===== config.mk =====
export PLATFORM = sky130hd
export DESIGN_NAME = atanh_sar_4bit
export DESIGN_NICKNAME = d
export VERILOG_FILES = /design/src/rtl/atanh_pkg.sv /design/src/rtl/tanh_q22_rom.sv /design/src/rtl/atanh_sar_4bit.sv
export SDC_FILE = /design/constraint.sdc
export NUM_CORES = 1
export LEC_CHECK = 0
export ABC_CLOCK_PERIOD_IN_PS = 5500
export BUFFER_PORTS_ARGS = -buffer_cell sky130_fd_sc_hd__buf_2
export CELL_PAD_IN_SITES_DETAIL_PLACEMENT = 0
export CELL_PAD_IN_SITES_GLOBAL_PLACEMENT = 1
export CORE_ASPECT_RATIO = 1.2
export CORE_MARGIN = 3
export CORE_UTILIZATION = 41
export DETAILED_ROUTE_END_ITERATION = 8
export GPL_ROUTABILITY_DRIVEN = 0
export PLACE_DENSITY_LB_ADDON = 0.1
export SYNTH_ARGS = -nofsm -noshare
export SYNTH_HDL_FRONTEND = slang
export SYNTH_SLANG_ARGS = --single-unit

===== constraint.sdc =====
create_clock -name clk_i -period 5.5 [get_ports clk_i]
set_input_delay 0.275 -clock clk_i [delete_from_list [all_inputs] [get_ports clk_i]]
set_output_delay 0.275 -clock clk_i [all_outputs]
set_load 0.01 [all_outputs]

===== src/rtl/atanh_pkg.sv =====
// Shared types and constants for the 4-bit atanh successive-approximation inverse.
// The forward table is quantised tanh: round(16*tanh(k/4)) saturated at 15.
package atanh_pkg;

  localparam int unsigned XW = 4;
  localparam int unsigned YW = 4;

  typedef enum logic [1:0] {
    StIdle,
    StSearch,
    StDone
  } state_e;

  localparam logic [YW-1:0] TANH_Q22_Q04 [16] = '{
    4'd0,  4'd4,  4'd7,  4'd10, 4'd12, 4'd14, 4'd14, 4'd15,
    4'd15, 4'd15, 4'd15, 4'd15, 4'd15, 4'd15, 4'd15, 4'd15
  };

  localparam logic [YW-1:0] Y_SAT = 4'd15;

endpackage


===== src/rtl/tanh_q22_rom.sv =====
// Combinational forward tanh: Q2.2 x code in, Q0.4 tanh code out.
module tanh_q22_rom
  import atanh_pkg::*;
(
  input  logic [XW-1:0] x_i,
  output logic [YW-1:0] t_o
);

  assign t_o = TANH_Q22_Q04[x_i];

endmodule


===== src/rtl/atanh_sar_4bit.sv =====
// Sequential inverse of 4-bit tanh: largest Q2.2 x whose quantised tanh <= y, one bit per cycle.
// Optional out_sat_o port is enabled by defining ATANH_SAT_FLAG_EN.
module atanh_sar_4bit
  import atanh_pkg::*;
(
  input  logic          clk_i,
  input  logic          rst_i,
  input  logic          in_valid_i,
  output logic          in_ready_o,
  input  logic [YW-1:0] in_y_i,
  output logic          out_valid_o,
  input  logic          out_ready_i,
`ifdef ATANH_SAT_FLAG_EN
  output logic          out_sat_o,
`endif
  output logic [XW-1:0] out_x_o
);

  state_e        state_q;
  logic [YW-1:0] y_q;
  logic [XW-1:0] res_q;
  logic [1:0]    step_q;
  logic          out_valid_q;
  logic [XW-1:0] cand;
  logic [YW-1:0] t_cand;
`ifdef ATANH_SAT_FLAG_EN
  logic          out_sat_q;
`endif

  assign cand = res_q | (XW'(1) << step_q);

  tanh_q22_rom u_rom (
    .x_i (cand),
    .t_o (t_cand)
  );

  always_ff @(posedge clk_i) begin
    if (rst_i) begin
      state_q     <= StIdle;
      y_q         <= '0;
      res_q       <= '0;
      step_q      <= '0;
      out_valid_q <= 1'b0;
`ifdef ATANH_SAT_FLAG_EN
      out_sat_q   <= 1'b0;
`endif
    end else begin
      unique case (state_q)
        StIdle: begin
          if (in_valid_i) begin
            y_q     <= in_y_i;
            res_q   <= '0;
            step_q  <= 2'd3;
            state_q <= StSearch;
          end
        end
        StSearch: begin
          // Table is monotonic, so keeping the bit whenever T[cand] <= y yields the largest k.
          if (t_cand <= y_q) begin
            res_q <= cand;
          end
          if (step_q == 2'd0) begin
            state_q     <= StDone;
            out_valid_q <= 1'b1;
`ifdef ATANH_SAT_FLAG_EN
            out_sat_q   <= (y_q == Y_SAT);
`endif
          end else begin
            step_q <= step_q - 2'd1;
          end
        end
        StDone: begin
          if (out_ready_i) begin
            out_valid_q <= 1'b0;
`ifdef ATANH_SAT_FLAG_EN
            out_sat_q   <= 1'b0;
`endif
            state_q     <= StIdle;
          end
        end
        default: state_q <= StIdle;
      endcase
    end
  end

  assign in_ready_o  = (state_q == StIdle);
  assign out_valid_o = out_valid_q;
  assign out_x_o     = res_q;
`ifdef ATANH_SAT_FLAG_EN
  assign out_sat_o   = out_sat_q;
`endif

endmodule


# Yosys cells after proc, flatten, opt, wreduce, memory -nomap -nowiden
# Memory sizes are Yosys's and may differ from the RTL's.
# Index checks and enable logic that the tools add are counted.
op_classes:
  eq_ne: 7
  order_cmp: 2
  bitwise: 2
  mux: 15
  shift: 1
  n_addsub: 1
  reduce_logical: 9
op_table:
  columns: ["operator", "count"]
  rows:
  - ["$mux W4", 4]
  - ["$reduce_and A3 Y1", 4]
  - ["$mux W2", 5]
  - ["$ne A2 B2 Y1 const B", 5]
  - ["$pmux W4 S2", 1]
  - ["$pmux W2 S3", 1]
  - ["$ge A5 B5 Y1 const B", 1]
  - ["$not A4 Y5", 1]
  - ["$le A4 B4 Y1", 1]
  - ["$logic_not A2 Y1", 2]
  - ["$or A4 B4 Y4", 1]
  - ["$pmux W2 S2", 1]
  - ["$reduce_bool A2 Y1", 2]
  - ["$shl A1 B2 Y4 const A", 1]
  - ["$eq A2 B1 Y1 const B", 1]
  - ["$eq A2 B2 Y1 const B", 1]
  - ["$mux W1", 2]
  - ["$pmux W1 S2", 1]
  - ["$reduce_and A2 Y1", 1]
  - ["$sub A2 B1 Y2 const B", 1]
totals:
  in_bits: 8
  elab_cells: 43
  register_bits: 13
  mem_count: 1
  rom_bits: 64
  out_inout_bits: 6
memory_table:
  columns: ["memory", "depth", "word_bits", "rd", "rd_clocked_by_memory_dff", "write_ports", "line", "text"]
  rows:
  - ["(no name shown)", 16, 4, 1, 0, 0, "tanh_q22_rom.sv:9", "assign t_o = TANH_Q22_Q04[x_i];"]

# Logic depth before layout (Yosys ltp)
# Gate-level depths: netlist of the first run.
logic_depth:
  word_depth: 9
  mapped_depth: 10
  mapped_depth_nobuf: 10

# By module
# Synthesis of the first run repeated with hierarchy kept, for this count alone.
unflattened:
  cells_unflattened: 102
  hier_area_um2: 812.0
by_module_without_submodules:
  columns: ["mod", "cells_each", "seq_area_each_um2", "n_inst", "area_each_um2"]
  rows:
  - ["atanh_sar_4bit", 90, 260.2, 1, 720.7]
  - ["tanh_q22_rom", 12, 0.0, 1, 91.3]

# Least setup slack after synthesis of the first run
# OpenSTA, ideal clock, no wires.
synth_timing:
  path_type: "reg2reg"
  startpoint: "register step_q[0]"
  endpoint: "register res_q[0], in the netlist out_x_o[0]"
  setup_time_ns: 0.085
  slack_ns: 3.546
  path_stages_with_launch: 10
  synth_period_minus_slack_ns: 1.954
  path_buffers: 0
  arrival_time_ns: 1.869
  t_required_ns: 5.415
  cell_sequence: "dfxtp_1 > inv_1 > ha_1 > nor2_1 > o211ai_1 > ha_1 > nor2b_1 > o211ai_1 > a21oi_2 > o31ai_2"
synth_between:
  elab_chain_cells: 9
  word_cells_on_any_way: 11
  cone_classes: "order compare: 1; eq/ne: 1; shift: 1; mux: 4; bitwise: 2; reduce/logical: 1; memory: 1"
synth_rtl:
  columns: ["item", "line", "text"]
  rows:
  - ["start: declaration", "atanh_sar_4bit.sv:22", "logic [1:0] step_q;"]
  - ["start signal: assignment", "atanh_sar_4bit.sv:69", "step_q <= step_q - 2'd1;"]
  - ["$shl A1 B2 Y4 *", "atanh_sar_4bit.sv:30", "assign cand = res_q | (XW'(1) << step_q);"]
  - ["$or A4 B4 Y4 *", "atanh_sar_4bit.sv:30", null]
  - ["$not A4 Y5 (implied by the code)", "tanh_q22_rom.sv:9", null]
  - ["$mem_v2 Z16 W4", null, null]
  - ["$mux W4 (implied by the code) (2 in series)", "tanh_q22_rom.sv:9", null]
  - ["$le A4 B4 Y1", "atanh_sar_4bit.sv:59", "if (t_cand <= y_q) begin"]
  - ["$ne A2 B2 Y1 (no source line)", null, null]
  - ["$reduce_and A3 Y1 (no source line)", null, null]
  - ["end signal: assignment", "atanh_sar_4bit.sv:60", "res_q <= cand;"]
  - ["end: declaration", "atanh_sar_4bit.sv:21", "logic [XW-1:0] res_q;"]
# Mark *: on every way between the ends. The rest lies on a longest branch, timed or not. The select of a mux whose other input is x is not followed.
# A chain may end at the register's enable or synchronous reset.

# Worst setup path in the final report of the first run
layout_timing:
  startpoint: "register step_q[0]"
  endpoint: "register res_q[3], in the netlist out_x_o[3]"
# Same word-level chain as after synthesis.

==> metrics.md, run 1 <==
| Metric | Value |
|---|---|
| Post-synth EDFFs | `0` |
| Bufs and invs on worst path | `1` |
| Sequential fraction of the synthesis area | `33.7%` |
| TritonRoute pass-1 iters | `5` |
| Post-synth cell types | `27` |
| CP startpoint kind | `register` |
| NumNets Final | `between 100 and 150` |
| Area growth syn-to-layout | `12.0%` |
| Min-Delay Path Class | `in -> reg` |
| CTS H-tree lvls | `1` |
| Synth Area in XOR/XNOR | `about 2.3%` |
| Ratio of cells with drive above 1 in the final layout | `between 20% and 30%` |
| Top-area cell type share of the netlist area | `33.7%` |
| Top cells by area, synth | `dfxtp_1 34%, ha_1 13%, nor2_1 12%, nand2b_1 4.1%, a21oi_1 3.9%` |
| Critical Setup Path Class | `reg -> reg` |
| DR WL met3 | `between 40 and 50 um` |
| Worst slew margin | `between 70% and 80%` |
| Worst Path Max Fanout | `6` |
| # diodes | `0` |
| Final Setup Violations | `0` |
| Via count | `641` |
| Ys flop type | `dfxtp_1` |
| Pleak | `around 0.38 nW` |
| RR Startpoint | `step_q[0]` |
| DRT antenna net count | `0` |
| Slew @ Worst Pin | `~0.41 ns` |
| Flop and latch count out of synthesis | `13` |
| DP HPWL | `approximately 1.1 mm` |
| Largest family of logic cells by synthesized area | `simple AND/OR/NAND/NOR gates` |
| Port buffer count | `13` |
| Max Used Layer | `met4` |
| Crit path top cell by count | `ha_1` |
| Top post-synthesis cells by count | `24 x nor2_1, 13 x dfxtp_1, 8 x ha_1` |
| Synth Area in Simple Gates | `between 20 and 30%` |
| Routed WL | `1.43 mm` |
| Gr ovfl total | `0` |
| Mux share of post-synthesis cell area | `approximately 2.6%` |
| Max Buffers Root-to-Sink | `2` |
| Crit. path cell count | `10` |
| Worst setup path endpoint | `out_x_o[3]` |
| Most area-hungry cell type in the Yosys netlist | `dfxtp_1` |
| DIE AREA | `2440 sq um` |
| Post-CTS setup buffer count | `0` |
| Worst reg2reg endpoint | `out_x_o[3]` |
| Maxcap violations | `0` |
| Starting Density | `45.4%` |
| Hold_buf cts | `0` |
| Period minus WS final | `2.20 ns` |
| Worst path slowest cell | `dfxtp_1` |
| Setup crit end kind | `register` |
| CTS Buf Count | `3` |
| Core ar. | `roughly 1700 sq um` |
| Depth of the most critical reg-to-reg path | `10` |
| Total GRT Usage | `14.9%` |
| Peak VDD IR | `around 0.17 mV` |
| Cell Count Post-Placement | `124` |
| Crit-path max cell delay | `0.41 ns` |
| WL per Instance | `about 11 um` |
| Synth Area in Adders | `between 10% and 20%` |
| Root Buffer | `clkbuf_4` |
| CTS tree | `yes` |
| Crit. Startpoint | `step_q[0]` |
| Global-route wire length before repair | `about 2.6 mm` |
| Syn. warnings | `0` |
| TritonCTS sink count | `13` |
| Initial antenna violation count | `0` |
| Die X-Extent | `45.6 um` |
| Setup TNS | `0 ns` |
| Final Hold Vio Count | `0` |
| Mean post-synth cell area | `a little over 8 sq um` |
| Syn_nets | `approximately 110` |
| M1 wire length | `695 um` |
| Maximum clock frequency | `approximately 460 MHz` |
| CP arrival | `2.36 ns` |
| Avg Vias per Cell | `5.01` |
| Ys async rst share | `0%` |
| DRC violations left | `0` |
| Worst path top cell family by delay | `compound AO/OA/AOI/OAI gates` |
| Cell count after synthesis | `96` |
| Synthesized area | `approximately 770 sq um` |
| Max-slew violation count | `0` |
| CP Data Required Time | `roughly 5.7 ns` |
| Row count | `16` |
| RSZ-0062 raised after global routing | `false` |
| Pin count of the biggest net entering global routing | `15` |
| Final Cycle Share | `39.9%` |
| Most frequent cell after synthesis | `nor2_1` |
| Synth Area in Compound Gates | `between 15 and 20%` |
| Clock Skew | `between 0.003 and 0.004 ns` |
| Post-CTS Resized | `0` |
| Final Core Density | `50.8%` |
| Met2 Wirelength | `669 um` |
| Worst skew pair latency | `around 0.28 ns` |
| Pwr per Cell Area | `between 300 and 400 nW/um^2` |
| Cells along the critical path | `inv_1 -> ha_1 -> nor2_1 -> xor2_1 -> o21a_1 -> ha_1 -> nor2b_1 -> o211ai_1 -> a21oi_2 -> o21ai_1` |
| Worst R2R Setup Slack | `~3.3 ns` |
| Clock transition at path regs | `0.09 ns` |
| Die Ht | `around 54 um` |
| Layout Cells excl Fill | `128` |
| Initial drt markers | `3` |
| Ports | `14` |
| Number of global-route vias before repair | `620` |
| Status | `complete, no violations` |
[cells by family after synthesis]
logic type      Yosys count
mux                       2
buf+inv                   9
compound gates           20
xor+xnor                  2
simple gates             42
flops                    13
fa+ha+maj                 8
[cell type report]
cell class / count / area (sq um)
multi-input cells: 74 / 467
repair buffers: 13 / 65.1
well taps: 18 / 22.5
fillers: 172 / 837
clock inverters: 1 / 5.00
flip-flops and latches: 13 / 260
inverters: 6 / 22.5
clock buffers: 3 / 22.5
[power by group]
part | switching [mW] | total (mW) | internal (mW)
Clock | 0.0336 | 0.0606 | 0.0270
Sequential | 0.00947 | 0.112 | 0.103
Combinational | 0.0498 | 0.0896 | 0.0398
[state kept, by name, summed over array words and instances (netlist names)]
signal and flops:
out_valid_o 1, out_x_o 4, state_q 2, step_q 2, y_q 4
[worst min path at each step]
stage          startpoint         end  slack [ns]  cells after the start
2_1_floorplan   in_y_i[1]      y_q[1]        0.41                      2
3_3_place_gp   out_x_o[1]  out_x_o[1]        0.47                      2
3_5_place_dp   out_x_o[1]  out_x_o[1]        0.46                      2
4_1_cts         in_y_i[1]      y_q[1]        0.20                      3
5_1_grt         in_y_i[1]      y_q[1]        0.23                      3
6_report        in_y_i[1]      y_q[1]        0.21                      3
[per-stage QoR]
stage | hold slack (ns) | setup WS [ns] | instance area, sq um | total power, mW
floorplan | 0.414 | 3.55 | 772 | 0.186
global placement | 0.468 | 3.36 | 837 | 0.205
detailed placement | 0.463 | 3.31 | 837 | 0.205
CTS | 0.204 | 3.28 | 865 | 0.268
global route | 0.232 | 3.08 | 865 | 0.289
finish | 0.214 | 3.30 | 865 | 0.262
[tightest hold or removal path: stages]
cell	delay, ns
buf_2	0.07
a21oi_1	0.05
nor2_1	0.07
[layout by cell type (no fill, tap or decap), drive strengths merged]
| master | netlist | layout |
|---|---|---|
| nor2 | 24 | 24 |
| buf | 3 | 13 |
| dfxtp | 13 | 13 |
| ha | 8 | 8 |
| nand2 | 7 | 7 |
| a21oi | 7 | 7 |
| inv | 6 | 6 |
| o21ai | 6 | 6 |
| nand2b | 5 | 5 |
| clkbuf | 0 | 3 |
| a211oi | 3 | 3 |
| o211ai | 2 | 2 |
| mux2i | 2 | 2 |
| nor4 | 1 | 1 |
| xor2 | 1 | 1 |
| o21a | 1 | 1 |
| xnor2 | 1 | 1 |
| nor2b | 1 | 1 |
| nand4 | 1 | 1 |
| nor3b | 1 | 1 |
| o31ai | 1 | 1 |
| nor3 | 1 | 1 |
| or3 | 1 | 1 |
| clkinv | 0 | 1 |
[metal layers]
layer | vias up | GRT usage (%)
met5 | - | 0
met4 | 0 | 8.78
met3 | 2 | 3.01
met2 | 9 | 23.7
met1 | 281 | 18.1
li1 | 349 | -
Power figures use the tool's default switching activity.
==> inputs of run 2 (changes only) <==
--- a/config.mk
+++ b/config.mk
@@ -5,13 +5,13 @@
 export SDC_FILE = /design/constraint.sdc
 export NUM_CORES = 1
 export LEC_CHECK = 0
-export ABC_CLOCK_PERIOD_IN_PS = 5500
+export ABC_CLOCK_PERIOD_IN_PS = 1800
 export BUFFER_PORTS_ARGS = -buffer_cell sky130_fd_sc_hd__buf_2
 export CELL_PAD_IN_SITES_DETAIL_PLACEMENT = 0
 export CELL_PAD_IN_SITES_GLOBAL_PLACEMENT = 1
 export CORE_ASPECT_RATIO = 1.2
 export CORE_MARGIN = 3
-export CORE_UTILIZATION = 41
+export CORE_UTILIZATION = 35
 export DETAILED_ROUTE_END_ITERATION = 8
 export GPL_ROUTABILITY_DRIVEN = 0
 export PLACE_DENSITY_LB_ADDON = 0.1
==> constraint.sdc (replaced) <==
create_clock -name clk_i -period 1.8 [get_ports clk_i]
set_input_delay 0.09 -clock clk_i [delete_from_list [all_inputs] [get_ports clk_i]]
set_output_delay 0.09 -clock clk_i [all_outputs]
set_load 0.01 [all_outputs]
==> metrics.md, run 2 (synthesis results as in run 1) <==
| Metric | Value |
|---|---|
| Starting Density | `around 37%` |
| DRC violations left | `0` |
| Clock transition at path regs | `0.08 ns` |
| Area growth syn-to-layout | `38.4%` |
| Final Hold Vio Count | `0` |
| Routed WL | `around 1.7 mm` |
| NumNets Final | `136` |
| Internal power | `0.612 mW` |
| Max Buffers Root-to-Sink | `2` |
| Clock Skew | `approximately 0.0028 ns` |
| DP HPWL | `~1.2 mm` |
| P_sw | `roughly 0.33 mW` |
| Root Buffer | `clkbuf_4` |
| Ports | `14` |
| Fill cell count | `224` |
| Critical Setup Path Class | `reg -> reg` |
| Maxcap violations | `0` |
| Total GRT Usage | `13.9%` |
| RSZ-0062 raised after global routing | `true` |
| Core ar. | `~2100 sq um` |
| Sw Ratio | `a little over a third` |
| Slew @ Worst Pin | `between 0.4 and 0.5 ns` |
| Initial antenna violation count | `0` |
| CP startpoint kind | `register` |
| Sequential power share | `between 30% and 40%` |
| Setup crit end kind | `register` |
| TritonRoute pass-1 iters | `4` |
| Final Cycle Share | `104%` |
| Worst hold path cell count | `3` |
| Port buffer count | `13` |
| CP arrival | `2.03 ns` |
| DIE AREA | `2810 sq um` |
| Combinational Power Share | `43.2%` |
| WL per Instance | `roughly 11 um` |
| DRT antenna net count | `0` |
| Pre-CTS WS | `-0.190 ns` |
| Pin count of the biggest net entering global routing | `15` |
| Min-Delay Path Class | `in -> reg` |
| Die Ht | `about 57 um` |
| Depth of the most critical reg-to-reg path | `9` |
| Global-route wire length before repair | `approximately 3.0 mm` |
| Worst slew margin | `~73%` |
| Fin worst setup slack | `-0.0719 ns` |
| Maximum clock frequency | `534 MHz` |
| Pleak | `between 0.4 and 0.5 nW` |
| Commonest non-fill, non-tap cell in the layout | `nor2_1` |
| Row count | `18` |
| Worst skew pair latency | `about 0.27 ns` |
| # diodes | `0` |
| Ratio of cells with drive above 1 in the final layout | `between 30% and 40%` |
| CP Data Required Time | `slightly below 2 ns` |
| TritonCTS sink count | `13` |
| Hold_buf cts | `0` |
| Die X-Extent | `~49 um` |
| Pwr per Cell Area | `around 880 nW/um^2` |
| CTS H-tree lvls | `1` |
| Initial drt markers | `12` |
| Avg Vias per Cell | `about 4.6` |
| Max-slew violation count | `0` |
| Failing checks | `negative setup slack` |
| Clk network pwr share | `a little under a fifth` |
| Worst Path Max Fanout | `4` |
| Period minus WS final | `between 1.5 and 2 ns` |
| Via count | `around 690` |
| Gr ovfl total | `0` |
| Status | `complete, but fails checks` |
| CTS Buf Count | `3` |
| Dpl cell area | `913 sq um` |
| Number of global-route vias before repair | `a little over 700` |
| Final instance area | `1070 sq um` |
| CTS tree | `yes` |
| Commonest cells after routing, fill and taps aside | `21 x nor2_1, 13 x buf_2, 11 x dfxtp_1` |
| Peak VDD IR | `approximately 0.48 mV` |
| Final Setup Violations | `4` |
-- run 2: worst max-delay path, stage by stage, from the launching register on --
cell and delay [ns]:
dfxtp_4 0.39, inv_4 0.06, ha_4 0.16, nor2_4 0.13, o211ai_1 0.10, ha_1 0.32, nor2b_4 0.14, o211ai_1 0.11
a21oi_2 0.25, o21ai_1 0.10
-- run 2: final cells by class --
type	count	area (sq um)	area share, %
Clock buffer	4	26.3	2.46
Multi-Input combinational cell	74	577	54.0
Inverter	6	27.5	2.58
Sequential cell	13	268	25.1
Tap cell	30	37.5	3.51
Timing Repair Buffer	22	133	12.4
-- run 2: final timing paths --
kind	slack [ns]	startpoint	to
setup / recovery	-0.07	step_q[0]	out_x_o[2]
hold / removal	0.03	in_y_i[3]	y_q[3]
setup reg to reg	-0.07	step_q[0]	out_x_o[2]
hold reg to reg	0.50	out_x_o[1]	out_x_o[1]
-- run 2: layer usage --
metal	routed length, um	vias to the layer above	GRT usage [%]
met5	0	-	0
met4	25	0	8.54
met3	54	4	2.35
met2	849	9	23.9
met1	758	308	16.1
li1	-	365	-
-- run 2: repair_timing --
action	in CTS	in global routing
setup buffers	2	2
setup endpoints to repair	4	4
resized for setup	17	2
pin swaps	11	2
endpoints found under the hold margin	0	0
-- run 2: stage by stage --
| stage | utilization, % | total power [mW] | std cells | TNS, ns | hold slack (ns) |
|---|---|---|---|---|---|
| floorplan | - | 0.585 | 96 | 0 | 0.229 |
| global placement | 44.1 | 0.666 | 141 | -0.687 | 0.313 |
| detailed placement | 44.1 | 0.674 | 141 | -0.734 | 0.326 |
| CTS | 49.8 | 0.921 | 147 | -0.297 | 0.0307 |
| global route | 51.6 | 1.02 | 149 | -0.731 | 0.0463 |
| finish | 51.6 | 0.939 | 149 | -0.271 | 0.0347 |
-- run 2: power by group through the flow --
stage	combinational [mW]	sequential, mW	clock, mW
finish	0.406	0.354	0.180
global route	0.460	0.360	0.204
CTS	0.377	0.353	0.191
detailed placement	0.322	0.351	0
global placement	0.315	0.351	0
floorplan	0.242	0.342	0
